## src/rtl/id_ex_stage.sv

```systemverilog
// ID/EX pipeline register with operand forwarding muxes feeding the ALU, store data and EX/MEM.
// Optional feature macro: FORWARDING_EN (MEM/WB bypass). When undefined, operands come from the regfile only.
module id_ex_stage #(
  parameter int unsigned XLEN = 32
) (
  input  logic            i_clk,
  input  logic            i_rst,
  input  logic            i_stall,
  input  logic            i_flush,
  input  logic            i_valid_d,
  input  logic [XLEN-1:0] i_pc_d,
  input  logic [XLEN-1:0] i_rs1_data_d,
  input  logic [XLEN-1:0] i_rs2_data_d,
  input  logic [XLEN-1:0] i_imm_d,
  input  logic [4:0]      i_rs1_d,
  input  logic [4:0]      i_rs2_d,
  input  logic [4:0]      i_rd_d,
  input  logic [3:0]      i_alu_control_d,
  input  logic [1:0]      i_alu_src_d,
  input  logic [6:0]      i_ctrl_d,
  input  logic [4:0]      i_rd_m,
  input  logic            i_reg_write_m,
  input  logic [XLEN-1:0] i_alu_result_m,
  input  logic [4:0]      i_rd_w,
  input  logic            i_reg_write_w,
  input  logic [XLEN-1:0] i_result_w,
  output logic            o_valid_e,
  output logic [XLEN-1:0] o_pc_e,
  output logic [XLEN-1:0] o_alu_a,
  output logic [XLEN-1:0] o_alu_b,
  output logic [3:0]      o_alu_control_e,
  output logic [XLEN-1:0] o_store_data_e,
  output logic [4:0]      o_rd_e,
  output logic [6:0]      o_ctrl_e,
  output logic [3:0]      o_fwd_sel
);

  typedef struct packed {
    logic            valid;
    logic [XLEN-1:0] pc;
    logic [XLEN-1:0] rs1_data;
    logic [XLEN-1:0] rs2_data;
    logic [XLEN-1:0] imm;
    logic [4:0]      rs1;
    logic [4:0]      rs2;
    logic [4:0]      rd;
    logic [3:0]      alu_control;
    logic [1:0]      alu_src;
    logic [6:0]      ctrl;
  } ex_regs_t;

  ex_regs_t        r_ex;
  ex_regs_t        w_ex_next;
  logic [1:0]      w_fwd_a;
  logic [1:0]      w_fwd_b;
  logic [XLEN-1:0] w_rs1_fwd;
  logic [XLEN-1:0] w_rs2_fwd;

  // A bubble is all zeros; valid_d = 0 on a load is treated exactly like flush.
  always_comb begin
    w_ex_next = r_ex;
    if (i_flush) begin
      w_ex_next = '0;
    end else if (!i_stall) begin
      if (i_valid_d) begin
        w_ex_next.valid       = 1'b1;
        w_ex_next.pc          = i_pc_d;
        w_ex_next.rs1_data    = i_rs1_data_d;
        w_ex_next.rs2_data    = i_rs2_data_d;
        w_ex_next.imm         = i_imm_d;
        w_ex_next.rs1         = i_rs1_d;
        w_ex_next.rs2         = i_rs2_d;
        w_ex_next.rd          = i_rd_d;
        w_ex_next.alu_control = i_alu_control_d;
        w_ex_next.alu_src     = i_alu_src_d;
        w_ex_next.ctrl        = i_ctrl_d;
      end else begin
        w_ex_next = '0;
      end
    end
  end

  always_ff @(posedge i_clk or posedge i_rst) begin
    if (i_rst) begin
      r_ex <= '0;
    end else begin
      r_ex <= w_ex_next;
    end
  end

`ifdef FORWARDING_EN
  // MEM is checked first so the younger result wins; x0 is never bypassed.
  always_comb begin
    w_fwd_a = 2'b00;
    w_fwd_b = 2'b00;
    if (i_reg_write_m && (i_rd_m == r_ex.rs1) && (r_ex.rs1 != 5'd0)) begin
      w_fwd_a = 2'b10;
    end else if (i_reg_write_w && (i_rd_w == r_ex.rs1) && (r_ex.rs1 != 5'd0)) begin
      w_fwd_a = 2'b01;
    end
    if (i_reg_write_m && (i_rd_m == r_ex.rs2) && (r_ex.rs2 != 5'd0)) begin
      w_fwd_b = 2'b10;
    end else if (i_reg_write_w && (i_rd_w == r_ex.rs2) && (r_ex.rs2 != 5'd0)) begin
      w_fwd_b = 2'b01;
    end
  end
`else
  logic w_unused;
  assign w_unused = ^{i_rd_m, i_reg_write_m, i_alu_result_m, i_rd_w, i_reg_write_w,
                      i_result_w, r_ex.rs1, r_ex.rs2};
  assign w_fwd_a  = 2'b00;
  assign w_fwd_b  = 2'b00;
`endif

  always_comb begin
    w_rs1_fwd = r_ex.rs1_data;
    w_rs2_fwd = r_ex.rs2_data;
    unique case (w_fwd_a)
      2'b10:   w_rs1_fwd = i_alu_result_m;
      2'b01:   w_rs1_fwd = i_result_w;
      default: w_rs1_fwd = r_ex.rs1_data;
    endcase
    unique case (w_fwd_b)
      2'b10:   w_rs2_fwd = i_alu_result_m;
      2'b01:   w_rs2_fwd = i_result_w;
      default: w_rs2_fwd = r_ex.rs2_data;
    endcase
  end

  assign o_valid_e       = r_ex.valid;
  assign o_pc_e          = r_ex.pc;
  assign o_alu_a         = r_ex.alu_src[1] ? r_ex.pc : w_rs1_fwd;
  assign o_alu_b         = r_ex.alu_src[0] ? r_ex.imm : w_rs2_fwd;
  assign o_alu_control_e = r_ex.alu_control;
  assign o_store_data_e  = w_rs2_fwd;
  assign o_rd_e          = r_ex.rd;
  assign o_ctrl_e        = r_ex.ctrl;
  assign o_fwd_sel       = {w_fwd_b, w_fwd_a};

endmodule

```

## config.mk

```make
export PLATFORM = sky130hd
export DESIGN_NAME = id_ex_stage
export DESIGN_NICKNAME = d
export VERILOG_FILES = /design/src/rtl/id_ex_stage.sv
export SDC_FILE = /design/constraint.sdc
export NUM_CORES = 1
export LEC_CHECK = 0
export BUFFER_PORTS_ARGS = -buffer_cell sky130_fd_sc_hd__clkbuf_2
export CORE_ASPECT_RATIO = 1.75
export CORE_MARGIN = 8
export CORE_UTILIZATION = 25
export CTS_CLUSTER_DIAMETER = 100
export DETAILED_ROUTE_END_ITERATION = 10
export GPL_TIMING_DRIVEN = 0
export SLEW_MARGIN = 20
export SYNTH_ARGS = -nofsm -noshare
export SYNTH_HDL_FRONTEND = slang
export SYNTH_SLANG_ARGS = --single-unit
```

## constraint.sdc

```tcl
create_clock -name i_clk -period 10.69 [get_ports i_clk]
set_input_delay 0.5345 -clock i_clk [delete_from_list [all_inputs] [get_ports i_clk]]
set_output_delay 0.5345 -clock i_clk [all_outputs]
set_load 0.05 [all_outputs]
```

==> results of run 1 <==
==> registers in the layout (all words and copies together), names as in the netlist <==
register         cells
o_alu_control_e      4
o_pc_e              32
r_ex                98
o_rd_e               5
o_ctrl_e             7
o_valid_e            1
==> critical path: stages (launching register included) <==
cell	delay (ps)
dfrtp_1	320
buf_2	220
buf_2	350
mux2_2	400
clkbuf_2	240
==> final cells by class <==
| class | count | share of cell area |
|---|---|---|
| timing repair buffer | 295 | 0.145 |
| antenna | 2 | 0.000485 |
| sequential | 147 | 0.356 |
| clock inverter | 8 | 0.0145 |
| buffer | 154 | 0.0955 |
| inverter | 2 | 0.00145 |
| multi-input combinational | 474 | 0.293 |
| tap | 391 | 0.0474 |
| clock buffer | 23 | 0.0463 |
==> worst max path at each step <==
stage             from                  to  slack, ps
4_1_cts        r_ex[7]         o_alu_b[24]       8120
6_report       r_ex[7]         o_alu_b[27]       8180
3_3_place_gp     i_rst            r_ex[39]       4150
2_1_floorplan    i_rst  o_alu_control_e[0]       6200
5_1_grt        r_ex[7]         o_alu_b[24]       8120
3_5_place_dp   r_ex[7]         o_alu_b[24]       8620
==> power by group through the flow <==
stage	logic, uW	registers, uW	clock network (uW)
floorplan	183	596	0
global route	289	593	689
global placement	270	600	0
detailed placement	273	601	0
finish	269	591	650
CTS	274	591	671
==> synthesized netlist by cell type, drive strengths merged <==
cell type / instances
buf: 131
nor2b: 2
mux2i: 1
mux2: 64
nor2: 1
nand2: 128
conb: 1
dfrtp: 147
inv: 2
a32o: 18
nand3b: 128
a21oi: 128
clkbuf: 23
==> kinds of logic (layout without fill, tap and decap cells) <==
kind of cell / after synthesis / count (layout) / synth area share
other cells: 1 / 6 / 0.000488
buf+inv: 156 / 482 / 0.129
compound gates: 146 / 146 / 0.107
simple gates: 259 / 259 / 0.190
mux: 65 / 65 / 0.0951
flops: 147 / 147 / 0.479
==> per-stage QoR <==
stage	setup WS, ps	total power, uW
finish	8180	1510
CTS	8120	1540
detailed placement	8620	874
global route	8120	1570
global placement	4150	870
floorplan	6200	779
==> cell usage in the layout (no fill, tap or decap), types with 2 or more instances in the layout <==
cell,instances
diode_2,2
clkbuf_8,3
nand2_1,128
buf_4,85
a32o_1,18
clkbuf_1,26
nor2b_1,2
nand3b_1,128
buf_6,5
clkinv_4,2
buf_2,41
conb_1,4
a21oi_1,128
clkbuf_16,17
mux2_2,64
bufinv_16,4
clkbuf_2,294
dfrtp_1,147
==> per-layer routing <==
| layer | global-route usage | vias up | part of all wire | wire length [um] |
|---|---|---|---|---|
| met5 | 0 | - | 0 | 0 |
| met4 | 0.0732 | 0 | 0.025 | 731 |
| met3 | 0.0434 | 35 | 0.062 | 1830 |
| met2 | 0.286 | 212 | 0.53 | 15700 |
| met1 | 0.172 | 3259 | 0.38 | 11400 |
| li1 | - | 3202 | - | - |
==> impl_metrics.env, run 1 <==
export IMPL_nFillCells=3206
export IMPL_fin_util=0.338
export IMPL_worst_setup_path_type="register to output port"
export IMPL_p_switching_uw=436
export IMPL_yosysUniqueCellTypes=16
export IMPL_ctsRootBufferMaster="clkbuf_16"
export IMPL_antenna_left=0
export IMPL_syn2layout_area_growth_pct=34.4
export IMPL_p_leak_uw=0.00511
export IMPL_setup_viol=0
export IMPL_numCtsBuffers=17
export IMPL_antenna_found_initial=1
export IMPL_htreeDepth=4
export IMPL_synth_seq_cells=147
export IMPL_die_y_um=248
export IMPL_critPathRequiredTime_ps=10160
export IMPL_avgViaCountPerCell=4.48
export IMPL_ys_seq_area_frac=0.479
export IMPL_hold_slack_ps=117
export IMPL_power_density_nw_per_um2=146
export IMPL_die_area_um2=36800
export IMPL_p_seq_frac=0.391
export IMPL_regArea_um2=3680
export IMPL_cts_setup_buffers=0
export IMPL_drt_total_wl_um=29700
export IMPL_gp_congestion=0.801
export IMPL_reg2reg_from="r_ex[7]"
export IMPL_route_detailed_drc=0
export IMPL_peakVddDrop_mv=0.112
export IMPL_num_vias=6708
export IMPL_max_freq_ghz=0.399
export IMPL_cts_sinks=147
export IMPL_avgSynthCellArea_um2=9.93
export IMPL_row_count=85
export IMPL_hold_viol_final=0
export IMPL_worst_r2r_endpoint="r_ex[7]"
export IMPL_fp_dieW_um=149
export IMPL_skew_ps=0
export IMPL_grt_overflow=0
export IMPL_cts_buffer_depth=2
export IMPL_dp_cells=1463
export IMPL_drt_first_iter_violations=240
export IMPL_hold_path_class="input pin to asynchronous set/reset pin"
export IMPL_path_max_fanout=10
export IMPL_initial_core_util=0.252
export IMPL_grt_max_degree=90
export IMPL_reg2reg_slack_ps=9510
export IMPL_netlist_area_um2=7680
export IMPL_max_slew_margin=0.567
export IMPL_finalCritPeriodShare=0.235
export IMPL_layoutNonFillerInstCount=1496
export IMPL_grt_util_all_layers=0.160
export IMPL_drv_slew=0
export IMPL_switching_share=0.289
export IMPL_insertion_delay_ps=440
export IMPL_yosysWarnings=0
export IMPL_drive_gt1_frac=0.471
export IMPL_wl_per_cell_um=19.8
export IMPL_reg2reg_depth=4
export IMPL_worst_ep_arrival_time_ps=1970
export IMPL_design_area_um2=10300
export IMPL_yosysTopAreaCellShare=0.479
export IMPL_maxCapViolCount=0
export IMPL_grt_pass1_wl_um=43800
export IMPL_finalCriticalPeriod_ps=2510
export IMPL_comb_power_share=0.178
export IMPL_hold_buffers=0
export IMPL_coreArea_um2=30500
export IMPL_multi_input_area_um2=3020
export IMPL_outcome="finished clean"
export IMPL_port_buffers=294
export IMPL_internal_power_uw=1070
export IMPL_grt_setup_unrepaired="no"
export IMPL_synth_area_leaders="dfrtp_1 (48%), nand3b_1 (13%), mux2_2 (9.4%)"
export IMPL_dp_hpwl_um=23100
export IMPL_first_pass_iters=5
export IMPL_fin_tns_setup_ps=0
export IMPL_cts_tree="built"
export IMPL_synthCells=774
export IMPL_ios=386
export IMPL_final_net_count=1328
export IMPL_placed_area_um2=9690
export IMPL_clk_pin_slew_ps=60
export IMPL_grt_pass1_vias=7325
export IMPL_synth_top_area_cell="dfrtp_1"
export IMPL_tightest_slew_ps=650
export IMPL_critPathCaptureType="output port"
export IMPL_start_kind="register"
export IMPL_pwr_share_clk=0.431
export IMPL_cts_resized=0
No activity file was read; power rests on OpenSTA's default activity.
==> run 2, diff against run 1 <==
==> constraint.sdc (replaced) <==
create_clock -name i_clk -period 2.1 [get_ports i_clk]
set_input_delay 0.105 -clock i_clk [delete_from_list [all_inputs] [get_ports i_clk]]
set_output_delay 0.105 -clock i_clk [all_outputs]
set_load 0.05 [all_outputs]
==> run 2 against run 1 <==
  * Final area grew 15%
  * Power grew to 5.2 times the previous value
  * Clock power grew to 4.9 times the previous value
  * Die area is the same
  * Critical path type unchanged
  * Via count grew 9.4%
==> impl_metrics.env, run 2 (same netlist as run 1, synthesis figures left out) <==
export IMPL_drt_first_iter_violations=310
export IMPL_final_cell_mix="clkbuf_2 (294), dlygate4sd3_1 (147), dfrtp_1 (147)"
export IMPL_drive_gt1_frac=0.419
export IMPL_worst_setup_path_type="register to output port"
export IMPL_ctsRootBufferMaster="clkbuf_16"
export IMPL_largest_register="r_ex"
export IMPL_coreArea_um2=30500
export IMPL_num_vias=7338
export IMPL_drt_total_wl_um=31200
export IMPL_hold_path_class="input pin to register"
export IMPL_reg2reg_slack_ps=990
export IMPL_first_pass_iters=5
export IMPL_port_buffers=294
export IMPL_grt_overflow=0
export IMPL_initial_core_util=0.252
export IMPL_wl_per_cell_um=19.0
export IMPL_final_common_cell="clkbuf_2"
export IMPL_max_freq_ghz=0.505
export IMPL_hold_viol_final=0
export IMPL_maxCapViolCount=0
export IMPL_finalCritPeriodShare=0.943
export IMPL_power_total_uw=7800
export IMPL_regArea_um2=3680
export IMPL_multi_input_area_um2=3020
export IMPL_antenna_left=0
export IMPL_antenna_found_initial=0
export IMPL_cts_tree="built"
export IMPL_grt_setup_unrepaired="no"
export IMPL_drv_slew=0
export IMPL_tightest_slew_ps=661
export IMPL_finalCriticalPeriod_ps=1980
export IMPL_min_from="i_stall"
export IMPL_start_kind="register"
export IMPL_max_slew_margin=0.559
export IMPL_grt_pass1_wl_um=48000
export IMPL_clk_pin_slew_ps=60
export IMPL_fp_dieW_um=149
export IMPL_peakVddDrop_mv=0.566
export IMPL_worst_ep_arrival_time_ps=1870
export IMPL_fin_tns_setup_ps=0
export IMPL_htreeDepth=4
export IMPL_route_detailed_drc=0
export IMPL_fin_util=0.389
export IMPL_power_density_nw_per_um2=658
export IMPL_worstHoldPathCells=3
export IMPL_grt_util_all_layers=0.172
export IMPL_cts_sinks=147
export IMPL_skew_ps=0
export IMPL_hold_end="o_rd_e[0]"
export IMPL_cts_buffer_depth=2
export IMPL_insertion_delay_ps=430
export IMPL_path_max_fanout=10
export IMPL_reg2reg_depth=4
export IMPL_die_y_um=248
export IMPL_gp_congestion=0.779
export IMPL_ios=386
export IMPL_diodes=0
export IMPL_grt_max_degree=33
export IMPL_critPathRequiredTime_ps=2000
export IMPL_final_net_count=1479
export IMPL_syn2layout_area_growth_pct=54.3
export IMPL_cts_setup_buffers=0
export IMPL_setup_viol=0
export IMPL_nFillCells=2975
export IMPL_numCtsBuffers=17
export IMPL_p_leak_uw=0.00575
export IMPL_largest_register_ffs=98
export IMPL_reg2reg_from="r_ex[8]"
export IMPL_avgViaCountPerCell=4.46
export IMPL_outcome="finished clean"
export IMPL_worst_r2r_endpoint="r_ex[8]"
export IMPL_grt_pass1_vias=8243
export IMPL_die_area_um2=36800
export IMPL_dp_hpwl_um=23400
export IMPL_row_count=85
export IMPL_critPathCaptureType="output port"
[run 2: per-layer routing]
metal | wire length [um] | track usage | share of wire
met1 | 12000 | 0.186 | 0.38
met2 | 16800 | 0.315 | 0.54
met3 | 1740 | 0.0423 | 0.056
met4 | 705 | 0.0651 | 0.023
met5 | 0 | 0 | 0
[run 2: worst max path at each step]
stage | from | endpoint | slack, ps
after global routing | r_ex[8] | o_alu_a[22] | 20
after global placement | i_rst | o_pc_e[17] | -1080
after floorplan | i_rst | o_alu_control_e[0] | 150
after detailed placement | r_ex[7] | o_alu_b[27] | 450
after CTS | r_ex[8] | o_alu_a[6] | 9
final | r_ex[8] | o_alu_a[22] | 120
[run 2: stage by stage]
step	setup WS (ps)	instances	hold WS (ps)	cell area, um^2
2_1_floorplan	148	777	264	7700
3_3_place_gp	-1080	1462	353	9660
3_5_place_dp	448	1467	91.6	9770
4_1_cts	9.34	1645	108	11900
5_1_grt	20.3	1645	135	11900
6_report	120	1645	146	11900
[run 2: cell type report]
class / count / share of cell area
Clock inverter: 7 / 0.00812
Timing Repair Buffer: 446 / 0.257
Tap cell: 391 / 0.0412
Sequential cell: 147 / 0.310
Inverter: 2 / 0.000949
Multi-Input combinational cell: 474 / 0.255
Clock buffer: 24 / 0.0431
Buffer: 154 / 0.0842
[run 2: critical path: stages (launching register included)]
cell and delay [ps]:
dfrtp_1 310, buf_2 210, buf_2 300, mux2_2 380, clkbuf_2 240
[run 2: what timing repair did]
item / 4_1_cts / 5_1_grt
gates resized for setup: 4 / 1
hold buffers: 147 / 0
endpoints found under the hold margin: 239 / 0
setup endpoints to repair: 12 / 7
[run 2: where the power goes]
part,switching [uW],internal [uW],total (uW)
Combinational,973,645,1620
Clock,1240,1930,3170
Sequential,72.9,2940,3010
Total,2290,5510,7800
==> run 3, diff against run 2 <==
--- a/config.mk
+++ b/config.mk
@@ -12,6 +12,7 @@
 export CTS_CLUSTER_DIAMETER = 100
 export DETAILED_ROUTE_END_ITERATION = 10
 export GPL_TIMING_DRIVEN = 0
+export RECOVER_POWER = 25
 export SLEW_MARGIN = 20
 export SYNTH_ARGS = -nofsm -noshare
 export SYNTH_HDL_FRONTEND = slang
==> run 3 against run 2 <==
  * Critical path depth unchanged
  * Sequential power hardly changed
  * Core utilization down 0.18 points
  * Via count grew 0.29%
  * Largest cell class unchanged
  * Final area down 0.46%
  * Fmax hardly changed
==> impl_metrics.env, run 3 (same netlist as run 1, synthesis figures left out) <==
export IMPL_outcome="finished clean"
export IMPL_drive_gt1_frac=0.416
export IMPL_initial_core_util=0.252
export IMPL_skew_ps=0
export IMPL_first_pass_iters=5
export IMPL_worstHoldPathCells=3
export IMPL_tightest_slew_ps=850
export IMPL_antenna_found_initial=0
export IMPL_peakVddDrop_mv=0.567
export IMPL_reg2reg_depth=4
export IMPL_p_leak_uw=0.00572
export IMPL_path_max_fanout=10
export IMPL_grt_overflow=0
export IMPL_grt_pass1_vias=8243
export IMPL_regArea_um2=3680
export IMPL_row_count=85
export IMPL_fin_ws_ps=120
export IMPL_syn2layout_area_growth_pct=53.6
export IMPL_start_kind="register"
export IMPL_clk_pin_slew_ps=60
export IMPL_fp_dieW_um=149
export IMPL_diodes=0
export IMPL_finalCriticalPeriod_ps=1980
export IMPL_final_common_cell="clkbuf_2"
export IMPL_hold_viol_final=0
export IMPL_grt_setup_unrepaired="no"
export IMPL_path_cells="buf_2 -> buf_2 -> mux2_2 -> clkbuf_2"
export IMPL_drv_slew=0
export IMPL_grt_pass1_wl_um=48000
export IMPL_num_vias=7359
export IMPL_hold_end="o_rd_e[0]"
export IMPL_ctsRootBufferMaster="clkbuf_16"
export IMPL_multi_input_area_um2=3020
export IMPL_nFillCells=2982
export IMPL_reg2reg_from="r_ex[8]"
export IMPL_drt_first_iter_violations=295
export IMPL_drt_total_wl_um=31300
export IMPL_final_net_count=1479
export IMPL_maxCapViolCount=0
export IMPL_route_detailed_drc=0
export IMPL_hold_path_class="input pin to register"
export IMPL_worst_r2r_endpoint="r_ex[8]"
export IMPL_die_y_um=248
export IMPL_gp_congestion=0.779
export IMPL_setup_viol=0
export IMPL_fin_util=0.387
export IMPL_grt_util_all_layers=0.172
export IMPL_reg2reg_slack_ps=990
export IMPL_numCtsBuffers=17
export IMPL_grt_max_degree=33
export IMPL_antenna_left=0
export IMPL_dp_hpwl_um=23400
export IMPL_final_cell_mix="clkbuf_2 (296), dlygate4sd3_1 (147), dfrtp_1 (147)"
export IMPL_coreArea_um2=30500
export IMPL_largest_register="r_ex"
export IMPL_worst_ep_arrival_time_ps=1880
export IMPL_die_area_um2=36800
export IMPL_max_stage_delay_ps=380
export IMPL_insertion_delay_ps=430
export IMPL_max_freq_ghz=0.505
export IMPL_critical_path_slowest_cell="mux2_2"
export IMPL_wl_per_cell_um=19.0
export IMPL_power_density_nw_per_um2=660
export IMPL_hold_slack_ps=139
export IMPL_cts_tree="built"
export IMPL_post_place_ws_ps=448
export IMPL_critPathCaptureType="output port"
export IMPL_avgViaCountPerCell=4.47
export IMPL_crit_top_cell="buf_2"
export IMPL_port_buffers=294
export IMPL_max_slew_margin=0.433
export IMPL_cts_sinks=147
export IMPL_finalCritPeriodShare=0.943
export IMPL_min_from="i_stall"
export IMPL_largest_register_ffs=98
export IMPL_cts_buffer_depth=2
export IMPL_ios=386
export IMPL_htreeDepth=4
export IMPL_critPathRequiredTime_ps=2000
export IMPL_worst_setup_path_type="register to output port"
run 3: cell count changes in the layout (fill, tap and decap cells not counted):
| cell | delta |
|---|---|
| buf_12 | -3 |
| buf_2 | -2 |
| buf_4 | -1 |
| clkbuf_1 | +4 |
| clkbuf_2 | +2 |
| clkinvlp_2 | +1 |
| clkinvlp_4 | -1 |
run 3: metrics by stage:
step	instances	power (uW)	area (um^2)	TNS [ps]
floorplan	777	3970	7700	0
CTS	1645	7940	11900	0
global placement	1462	4440	9660	-156480
finish	1645	7790	11800	0
detailed placement	1467	4470	9770	0
global route	1645	8140	11800	0
run 3: critical path: cells and delay by family, from the launching register on:
family | cells | cell delay (ps)
multiplexers | 1 | 380
buffers and inverters | 3 | 750
flip-flops | 1 | 310
run 3: worst max-delay path by stage:
stage / cells after the start / endpoint / from
after global routing: 4 / o_alu_a[22] / r_ex[8]
after global placement: 2 / o_pc_e[17] / i_rst
final: 4 / o_alu_a[22] / r_ex[8]
after detailed placement: 4 / o_alu_b[27] / r_ex[7]
after CTS: 4 / o_alu_a[6] / r_ex[8]
after floorplan: 1 / o_alu_control_e[0] / i_rst
run 3: cell type report:
class,instances,share of cell area
clock buffers,24,0.0433
inverters,2,0.000742
clock inverters,7,0.00816
well taps,391,0.0414
plain buffers,154,0.0840
multi-input cells,474,0.256
repair buffers,446,0.254
flip-flops and latches,147,0.312
run 3: report_power, final:
part	switching [uW]	internal (uW)
clock network	1240	1930
registers	73.0	2940
logic	972	634
run 3: timing repair:
item | CTS | global route
setup endpoints to repair | 12 | 7
endpoints found under the hold margin | 239 | 0
gates resized for setup | 4 | 1
hold buffers | 147 | 0
buffers inserted | 0 | 0
run 3: metal layers:
metal | routed length (um) | part of all wire | GRT usage
met1 | 12000 | 0.38 | 0.186
met2 | 16800 | 0.54 | 0.315
met4 | 723 | 0.023 | 0.0651
met5 | 0 | 0 | 0
met3 | 1740 | 0.056 | 0.0423
